**src/rtl/rf_ctrl_pkg.sv**
```systemverilog
// Shared constants and bus-slicing helpers for the register-file writeback control block.
package rf_ctrl_pkg;

   localparam int XLEN     = 64;
   localparam int REG_AW   = 5;
   localparam int NREG     = 32;
   localparam int ZERO_REG = 0;
   localparam int MAX_REQ  = 4;

   // Callers zero-extend their packed address bus to MAX_REQ slots before slicing.
   function automatic logic [REG_AW-1:0] addr_slice(input logic [REG_AW*MAX_REQ-1:0] bus,
                                                    input int                         i);
      return bus[i*REG_AW +: REG_AW];
   endfunction

   function automatic logic [XLEN-1:0] data_slice(input logic [XLEN*MAX_REQ-1:0] bus,
                                                  input int                       i);
      return bus[i*XLEN +: XLEN];
   endfunction

endpackage

```
**src/rtl/rr_arbiter.sv**
```systemverilog
// Combinational round-robin arbiter: first requester at or after ptr wins, none when en is low.
module rr_arbiter #(
   parameter  int N  = 3,
   localparam int PW = (N > 1) ? $clog2(N) : 1
) (
   input  logic [N-1:0]  req,
   input  logic [PW-1:0] ptr,
   input  logic          en,
   output logic [N-1:0]  grant
);

   always_comb begin
      logic found;
      grant = '0;
      found = 1'b0;
      for (int k = 0; k < N; k++) begin
         if (en && !found && req[(int'(ptr) + k) % N]) begin
            grant[(int'(ptr) + k) % N] = 1'b1;
            found                      = 1'b1;
         end
      end
   end

endmodule

```
**src/rtl/rf_wb_arbiter.sv**
```systemverilog
// Shares the register-file write port among NREQ writeback sources and tracks
// pending destination registers so issue can stall on RAW/WAW hazards.
module rf_wb_arbiter
   import rf_ctrl_pkg::*;
#(
   parameter int NREQ = 3,
   parameter int XLEN = 64,
   parameter int NREG = 32
) (
   input  logic                   CLK,
   input  logic                   RESET,
   input  logic                   HOLD,
   input  logic [NREQ-1:0]        REQ_VALID,
   output logic [NREQ-1:0]        REQ_READY,
   input  logic [REG_AW*NREQ-1:0] REQ_ADDR,
   input  logic [XLEN*NREQ-1:0]   REQ_DATA,
   output logic                   RF_WE,
   output logic [REG_AW-1:0]      RF_WR_ADDR,
   output logic [XLEN-1:0]        RF_WR_DATA,
   input  logic                   ISSUE_VALID,
   input  logic [REG_AW-1:0]      ISSUE_RD,
   input  logic [REG_AW-1:0]      ISSUE_RS1,
   input  logic [REG_AW-1:0]      ISSUE_RS2,
   output logic                   STALL,
   output logic [NREG-1:0]        BUSY_MASK
);

   localparam int PW = (NREQ > 1) ? $clog2(NREQ) : 1;

   logic [PW-1:0]             ptr_q, ptr_d;
   logic                      we_q, we_d;
   logic [REG_AW-1:0]         addr_q, addr_d;
   logic [XLEN-1:0]           data_q, data_d;
   logic [NREG-1:0]           busy_q, busy_d;

   logic [NREQ-1:0]           grant;
   logic [REG_AW*MAX_REQ-1:0] addr_bus;
   logic                      accept;
   logic [REG_AW-1:0]         sel_addr;
   logic [XLEN-1:0]           sel_data;
   logic                      issue_fire;

   // Grants are suppressed while in reset so nothing is consumed in the reset cycle.
   rr_arbiter #(.N(NREQ)) u_arb (
      .req   (REQ_VALID),
      .ptr   (ptr_q),
      .en    (RESET && !HOLD),
      .grant (grant)
   );

   assign REQ_READY = grant;

   always_comb begin
      addr_bus                    = '0;
      addr_bus[REG_AW*NREQ-1:0]   = REQ_ADDR;
      accept                      = 1'b0;
      sel_addr                    = '0;
      sel_data                    = '0;
      ptr_d                       = ptr_q;
      for (int i = 0; i < NREQ; i++) begin
         if (grant[i]) begin
            accept   = 1'b1;
            sel_addr = addr_slice(addr_bus, i);
            sel_data = REQ_DATA[i*XLEN +: XLEN];
            ptr_d    = PW'((i + 1) % NREQ);
         end
      end
   end

   always_comb begin
      we_d   = accept && (sel_addr != REG_AW'(ZERO_REG));
      addr_d = accept ? sel_addr : addr_q;
      data_d = accept ? sel_data : data_q;
   end

   // No bypass: a write retiring this cycle still stalls until busy_q updates.
   assign STALL      = ISSUE_VALID && (busy_q[ISSUE_RS1] || busy_q[ISSUE_RS2] || busy_q[ISSUE_RD]);
   assign issue_fire = ISSUE_VALID && !STALL && (ISSUE_RD != REG_AW'(ZERO_REG));

   // Set is applied after clear so a newly issued writer to the same register stays pending.
   always_comb begin
      busy_d = busy_q;
      if (accept)     busy_d[sel_addr] = 1'b0;
      if (issue_fire) busy_d[ISSUE_RD] = 1'b1;
      busy_d[ZERO_REG] = 1'b0;
   end

   always_ff @(posedge CLK or negedge RESET) begin
      if (!RESET) begin
         ptr_q  <= '0;
         we_q   <= 1'b0;
         addr_q <= '0;
         data_q <= '0;
         busy_q <= '0;
      end else begin
         ptr_q  <= ptr_d;
         we_q   <= we_d;
         addr_q <= addr_d;
         data_q <= data_d;
         busy_q <= busy_d;
      end
   end

   assign RF_WE      = we_q;
   assign RF_WR_ADDR = addr_q;
   assign RF_WR_DATA = data_q;
   assign BUSY_MASK  = busy_q;

endmodule

```
**config.mk**
```make
export PLATFORM = sky130hd
export DESIGN_NAME = rf_wb_arbiter
export DESIGN_NICKNAME = d
export VERILOG_FILES = /design/src/rtl/rf_ctrl_pkg.sv /design/src/rtl/rr_arbiter.sv /design/src/rtl/rf_wb_arbiter.sv
export SDC_FILE = /design/constraint.sdc
export NUM_CORES = 1
export LEC_CHECK = 0
export ABC_AREA = 1
export BUFFER_PORTS_ARGS = -buffer_cell sky130_fd_sc_hd__buf_4
export CORE_AREA = 2 2 129 131
export DETAILED_ROUTE_END_ITERATION = 8
export DIE_AREA = 0 0 131 133
export MAX_ROUTING_LAYER = met4
export PLACE_DENSITY_LB_ADDON = 0.25
export SLEW_MARGIN = 20
export SYNTH_ARGS = -nofsm -noshare
export SYNTH_HDL_FRONTEND = slang
export SYNTH_HIERARCHICAL = 1
export SYNTH_SLANG_ARGS = --single-unit
```
**constraint.sdc**
```tcl
create_clock -name CLK -period 4.2 [get_ports CLK]
set_input_delay 0.84 -clock CLK [delete_from_list [all_inputs] [get_ports CLK]]
set_output_delay 0.84 -clock CLK [all_outputs]
set_load 0.005 [all_outputs]
```
==> metrics.md, run 1 <==
| Metric | Value |
|---|---|
| CP required | `4.44 ns` |
| Slew Limit Fails | `0` |
| Worst hold path class | `flop to flop` |
| Wl on met1 | `11300 um` |
| Core area | `16200 sq um` |
| Fin nets | `1493` |
| Post-DRT Antenna Nets | `0` |
| Hold Fails Final Rpt | `0` |
| Synth Area in XOR/XNOR | `0` |
| Area contributors post-synth | `dfrtp_1 39%, nand2_1 17%, o21ai_0 7.4%` |
| Fin crit share | `0.774` |
| GRT overflow | `0` |
| Starting Density | `0.407` |
| Most frequent cells in the layout | `342 x buf_4, 296 x nand2_1, 112 x nor2_1` |
| Post-synth top area share | `0.392` |
| Post-Synth Adder-Cell Area | `0.00761` |
| Port Buffers | `333` |
| Yosys top cell by area | `dfrtp_1` |
| # rows | `47` |
| Met2 wire len | `13300 um` |
| Die height | `133 um` |
| Crit path time final | `3.25 ns` |
| Total track usage | `0.323` |
| Chip width | `131 um` |
| Worst hold slack | `0.483 ns` |
| Gate Count Post-Synth | `964` |
| Commonest non-fill, non-tap cell in the layout | `buf_4` |
| CP arrival | `3.49 ns` |
| Clock slew at the register clock pins of the worst setup and hold paths | `0.07 ns` |
| Die area | `17400 sq um` |
| CP max FO | `17` |
| Critical register-to-register path startpoint | `ptr_q[0]` |
| Syn_nets | `1197` |
| First-pass GRT wire length | `41400 um` |
| Reg2reg setup slack | `0.95 ns` |
| Routed WL | `27500 um` |
| P&R area growth vs syn | `43.1%` |
| Clock skew | `0.00603 ns` |
| Achievable frequency | `308 MHz` |
| Synth Register Bits | `103` |
| Layout cell share with drive strength beyond 1 | `0.308` |
| Vias in the first global route | `7437` |
| H-tree depth | `3` |
| Hold Path Origin | `RF_WR_ADDR[4]` |
| Status | `finished, final reports clean` |
| IR drop worst, VDD | `0.000353 V` |
| Routed wl met3 | `2060 um` |
| Via count | `7809` |
| Average routed wire per standard cell | `18.5 um` |
| Via density | `5.26` |
| Seq. cell area | `2580 sq um` |
| Leak | `4.65 nW` |
| RSZ-0062 raised after global routing | `false` |
| Slew HR | `0.331` |
| TritonCTS Buffers | `9` |
| Highest routed layer | `met4` |
| Simple-Gate Fraction of Synth Area | `0.347` |
| Diodes inserted | `0` |
| Post-DP HPWL | `20700 um` |
| Yosys cell types | `33` |
| Setup TNS | `0 ns` |
| CTS tree | `done` |
| P per Cell Area | `639 nW/um^2` |
| Area occupied by multi-input gates | `3400 sq um` |
| Clock Sinks | `103` |
| Main combinational cell family by area after synthesis | `simple AND/OR/NAND/NOR gates` |
| Worst setup EP type | `flop` |
| Synthesized area | `6580 sq um` |
| Initial drt markers | `555` |
| Largest net degree at the start of global routing | `67` |
| Hold_buf cts | `0` |
| Post-CTS sizing | `0` |
| Setup ws final | `0.951 ns` |
| Initial antenna violation count | `0` |
| CP Class | `flop to flop` |
| Hold Path Stages | `2` |
| Worst setup SP type | `flop` |
| Clk Latency, worst-skew pair | `0.36 ns` |
| DRC | `0` |
| Fillers | `1628` |
| Post-synthesis mux area share | `0` |
| Fin util | `0.582` |
| Register area share after synthesis | `0.392` |
| Compound-gate portion of the synthesized area | `0.158` |
| Max Root-Sink Buffers | `2` |
| Worst hold endpoint | `RF_WR_ADDR[4]` |
| Setup violators final | `0` |
| Area post-placement | `9110 sq um` |
| Average size of a mapped cell | `6.82 sq um` |
| R2r worst-path depth | `15` |
| Max-cap violation count | `0` |
| I/O pin total | `335` |
| Final instance area | `9410 sq um` |
| Drt pass-1 iters | `5` |
| Root Buffer Master | `clkbuf_16` |
| Number of post-CTS setup repair buffers | `0` |
| Synthesis Warnings | `6` |
| Setup WS pre-CTS | `0.898 ns` |
| Actual slew at the worst max-slew pin | `1.00 ns` |
| GPL Wtd Cong | `0.957` |
| RR Endpoint | `BUSY_MASK[18]` |
==> worst max path at each step <==
stage	to	cells after the start	slack (ns)	startpoint
after floorplan	STALL	12	1.52	ISSUE_RS1[0]
after global placement	RF_WR_DATA[60]	12	0.95	RESET
after detailed placement	RF_WR_DATA[60]	12	0.90	RESET
after CTS	RF_WR_DATA[60]	13	1.00	ptr_q[0]
final	BUSY_MASK[18]	15	0.95	ptr_q[0]
after global routing	RF_WR_DATA[60]	13	0.73	ptr_q[0]
==> power breakdown <==
part           internal (mW)  switching [mW]
Sequential              1.49           0.390
Combinational           1.39            1.86
Clock                  0.480           0.403
Total                   3.36            2.65
==> sequential cells by signal (all words and copies together), names as in the netlist <==
| name | cells |
|---|---|
| RF_WR_ADDR | 5 |
| RF_WE | 1 |
| BUSY_MASK | 31 |
| ptr_q | 2 |
| RF_WR_DATA | 64 |
==> per-layer routing <==
metal,global-route usage,vias to the layer above
li1,-,3782
met1,0.417,3628
met2,0.504,344
met3,0.0691,55
met4,0.106,0
met5,-,-
==> cells in the mapped netlist <==
library cell and number:
inv_1 69, a22oi_1 4, a21boi_0 1, nand3_1 69
a21oi_1 6, nand2_2 5, nand2_4 1, buf_6 7
clkbuf_1 22, buf_2 17, o21bai_1 1, o22ai_1 2
clkinv_2 1, ha_1 4, nand2_1 296, inv_2 7
o21ai_2 1, o22ai_2 1, o21ai_0 97, nor3_1 7
dfrtp_1 103, o211a_1 3, a31oi_1 64, nand3_2 5
nor2_4 2, nand4_1 34, clkinv_1 1, o211ai_1 2
buf_4 8, clkbuf_4 3, nor2_1 114, nor2_2 6
conb_1 1
==> worst max-delay path, cell delays in order, from the launching register on <==
cell and delay [ns]:
dfrtp_1 0.41, inv_1 0.08, ha_1 0.40, inv_2 0.09, nand2_2 0.07, nand3_2 0.07, nand2_4 0.09, nor2_4 0.04
nand3_1 0.09, nand3_2 0.30, nor2_4 0.48, nand2_1 0.14, nand3_1 0.19, nand2_1 0.30, o21ai_0 0.29, nand2_1 0.07
==> cell families (layout without fill, tap and decap cells) <==
family                   Yosys count  in the layout
AO/OA/AOI/OAI                    182            182
adder cells (fa/ha/maj)            4              4
buffers and inverters            135            436
flip-flops                       103            103
other                              1              1
AND/OR/NAND/NOR                  539            539
==> final cells by class <==
| type | instances | area share |
|---|---|---|
| inverter | 78 | 0.0312 |
| multi-input combinational | 726 | 0.361 |
| clock inverter | 5 | 0.00611 |
| tap | 220 | 0.0292 |
| clock buffer | 11 | 0.0258 |
| timing repair buffer | 342 | 0.273 |
| sequential | 103 | 0.274 |
==> through the flow <==
step	instances	power, mW
floorplan	964	3.57
CTS	1485	6.02
global placement	1469	5.08
finish	1485	6.01
detailed placement	1469	5.13
global route	1485	6.47
Power figures use the tool's default switching activity.
==> inputs of run 2 (changes only) <==
==> constraint.sdc (replaced) <==
create_clock -name CLK -period 3.1 [get_ports CLK]
set_input_delay 0.62 -clock CLK [delete_from_list [all_inputs] [get_ports CLK]]
set_output_delay 0.62 -clock CLK [all_outputs]
set_load 0.005 [all_outputs]
==> run 2 against run 1 <==
Compared with the run above: final area up 0.41%; power up 35%; utilization up 0.24 points; setup slack worse by 0.66 ns; via count up 0.70%; first-iteration DRC count up 0.36%; largest cell class unchanged; die area unchanged; clock power up 23%; routed wire length down 0.99%.
==> metrics.md, run 2 (same netlist as run 1, synthesis figures left out) <==
| Metric | Value |
|---|---|
| Starting Density | `0.407 (unchanged)` |
| Actual slew at the worst max-slew pin | `0.987 ns (-0.0152 ns)` |
| RR Endpoint | `BUSY_MASK[28]` |
| Max-cap violation count | `0 (unchanged)` |
| Crit-path cells | `inv_1, ha_1, inv_2, nand2_2, nand3_2, nand2_4, nor2_4, nand3_1, nand3_1, buf_4, nand2_1, o211a_1, inv_1, nand3_1, o21ai_0, nand2_1` |
| Total track usage | `0.316 (-0.00689)` |
| GRT overflow | `0 (unchanged)` |
| Pwr Total | `8.12 mW (+35%)` |
| CP arrival | `3.04 ns (-0.45 ns)` |
| Slowest-stage cell, CP | `dfrtp_1` |
| Commonest non-fill, non-tap cell in the layout | `buf_4` |
| CP max FO | `7 (-10)` |
| Setup violators final | `0 (unchanged)` |
| GPL Wtd Cong | `0.941 (-1.6%)` |
| Vias in the first global route | `7442 (+0.067%)` |
| Slew HR | `0.342 (+0.0109)` |
| First-pass GRT wire length | `40700 um (-1.8%)` |
| IR drop worst, VDD | `0.000418 V (+18%)` |
| Root Buffer Master | `clkbuf_16` |
| R2r worst-path depth | `16 (+1)` |
| P per Cell Area | `859 nW/um^2 (+35%)` |
| Post-route insts no fill | `1488 (+0.20%)` |
| Worst path max stage delay | `0.39 ns (-0.09 ns)` |
| Via density | `5.28 (+0.50%)` |
| Slew Limit Fails | `0 (unchanged)` |
| Initial antenna violation count | `0 (unchanged)` |
| CP Class | `flop to flop` |
| Number of post-CTS setup repair buffers | `0 (unchanged)` |
| Chip width | `131 um (unchanged)` |
| Layout cell share with drive strength beyond 1 | `0.315 (+0.00716)` |
| Most common cell on crit path | `nand3_1` |
| Routed WL | `27200 um (-0.99%)` |
| Drt pass-1 iters | `5 (unchanged)` |
| Largest net degree at the start of global routing | `74 (+10%)` |
| H-tree depth | `3 (unchanged)` |
| Clk Latency, worst-skew pair | `0.35 ns (about the same)` |
| Max FFs per register | `64 (unchanged)` |
| CTS tree | `done` |
| Hold Fails Final Rpt | `0 (unchanged)` |
| Average routed wire per standard cell | `18.3 um (-1.2%)` |
| Area occupied by multi-input gates | `3420 sq um (+0.66%)` |
| Port Buffers | `333 (unchanged)` |
| Initial drt markers | `557 (+0.36%)` |
| P&R area growth vs syn | `43.7%` |
| Fin nets | `1497 (+0.27%)` |
| Post-DP HPWL | `20700 um (about the same)` |
| Worst setup EP type | `flop` |
| TritonCTS Buffers | `9 (unchanged)` |
| CP required | `3.33 ns (-1.11 ns)` |
| Worst setup SP type | `flop` |
| I/O pin total | `335 (unchanged)` |
| Achievable frequency | `356 MHz (+16%)` |
| Leak | `4.66 nW (about the same)` |
| Clock slew at the register clock pins of the worst setup and hold paths | `0.07 ns (about the same)` |
| Die area | `17400 sq um (unchanged)` |
| Setup TNS | `0 ns (unchanged)` |
| Seq. cell area | `2580 sq um (unchanged)` |
| Diodes inserted | `0 (unchanged)` |
| Worst hold path class | `input port to async pin` |
| Most frequent cells in the layout | `345 x buf_4, 292 x nand2_1, 110 x nor2_1` |
| Core area | `16200 sq um (unchanged)` |
| Fin crit share | `0.906 (+0.133)` |
| Worst hold slack | `0.350 ns (-0.134 ns)` |
| Via count | `7864 (+0.70%)` |
| Post-DRT Antenna Nets | `0 (unchanged)` |
| Inst Count DP | `1473 (+0.27%)` |
| Critical register-to-register path startpoint | `ptr_q[0]` |
| Die height | `133 um (unchanged)` |
| Reg2reg setup slack | `0.29 ns (-0.66 ns)` |
| DRC | `0 (unchanged)` |
| Max Root-Sink Buffers | `2 (unchanged)` |
| Crit path time final | `2.81 ns (-0.439 ns)` |
| Fillers | `1632 (+0.25%)` |
| Clock skew | `0.00973 ns (+0.00369 ns)` |
| # rows | `47 (unchanged)` |
| Clock Sinks | `103 (unchanged)` |
| RSZ-0062 raised after global routing | `false` |
| Status | `finished, final reports clean` |
==> run 2: cell types whose count changed in the layout (fill, tap and decap cells not counted), moves of 3 or more <==
cell        change
buf_4           +3
clkinvlp_4      +4
nand2_1         -4
nand2_2         +4
==> run 2: worst max-delay path by stage <==
stage / from / to / slack, ns / cells past startpoint
floorplan: ptr_q[0] / BUSY_MASK[12] / 0.59 / 19
global placement: ptr_q[0] / BUSY_MASK[11] / 0.37 / 17
detailed placement: RESET / BUSY_MASK[25] / 0.28 / 16
CTS: ptr_q[0] / BUSY_MASK[25] / 0.26 / 17
global route: ptr_q[0] / BUSY_MASK[24] / 0.01 / 18
finish: ptr_q[0] / BUSY_MASK[28] / 0.29 / 16
==> run 2: stage by stage <==
step,util,setup slack (ns),instance area (sq um)
final,0.584,0.290,9450
after global routing,0.584,0.0129,9450
after CTS,0.583,0.263,9430
after detailed placement,0.566,0.278,9160
after global placement,0.566,0.372,9160
after floorplan,-,0.593,6580
==> run 2: where the power goes <==
| part | internal (mW) | switching, mW | leakage, nW |
|---|---|---|---|
| clock network | 0.561 | 0.525 | 0.123 |
| logic | 1.94 | 2.53 | 3.29 |
| registers | 2.02 | 0.544 | 1.24 |
==> run 2: area by class of cell <==
class                           instances  share of cell area
Timing Repair Buffer                  346               0.276
Inverter                               78              0.0311
Clock inverter                          5             0.00371
Clock buffer                           10              0.0253
Multi-Input combinational cell        726               0.362
Sequential cell                       103               0.273
Tap cell                              220              0.0291
==> run 2: routing by layer <==
metal / track usage / part of all wire / wire (um)
met1: 0.400 / 0.41 / 11100
met2: 0.491 / 0.48 / 12900
met3: 0.0639 / 0.076 / 2060
met4: 0.134 / 0.041 / 1120
met5: - / 0 / 0
==> run 2: timing repair <==
item / CTS / global route
hold buffers: 0 / 0
gates resized for setup: 0 / 9
setup endpoints to repair: 0 / 27
==> run 2: critical path: cells and delay by family (launching register included) <==
kind                     cells  cell delay, ns
AND/OR/NAND/NOR              9            0.88
buffers and inverters        4            0.53
AO/OA/AOI/OAI                2            0.52
flip-flops                   1            0.39
adder cells (fa/ha/maj)      1            0.38
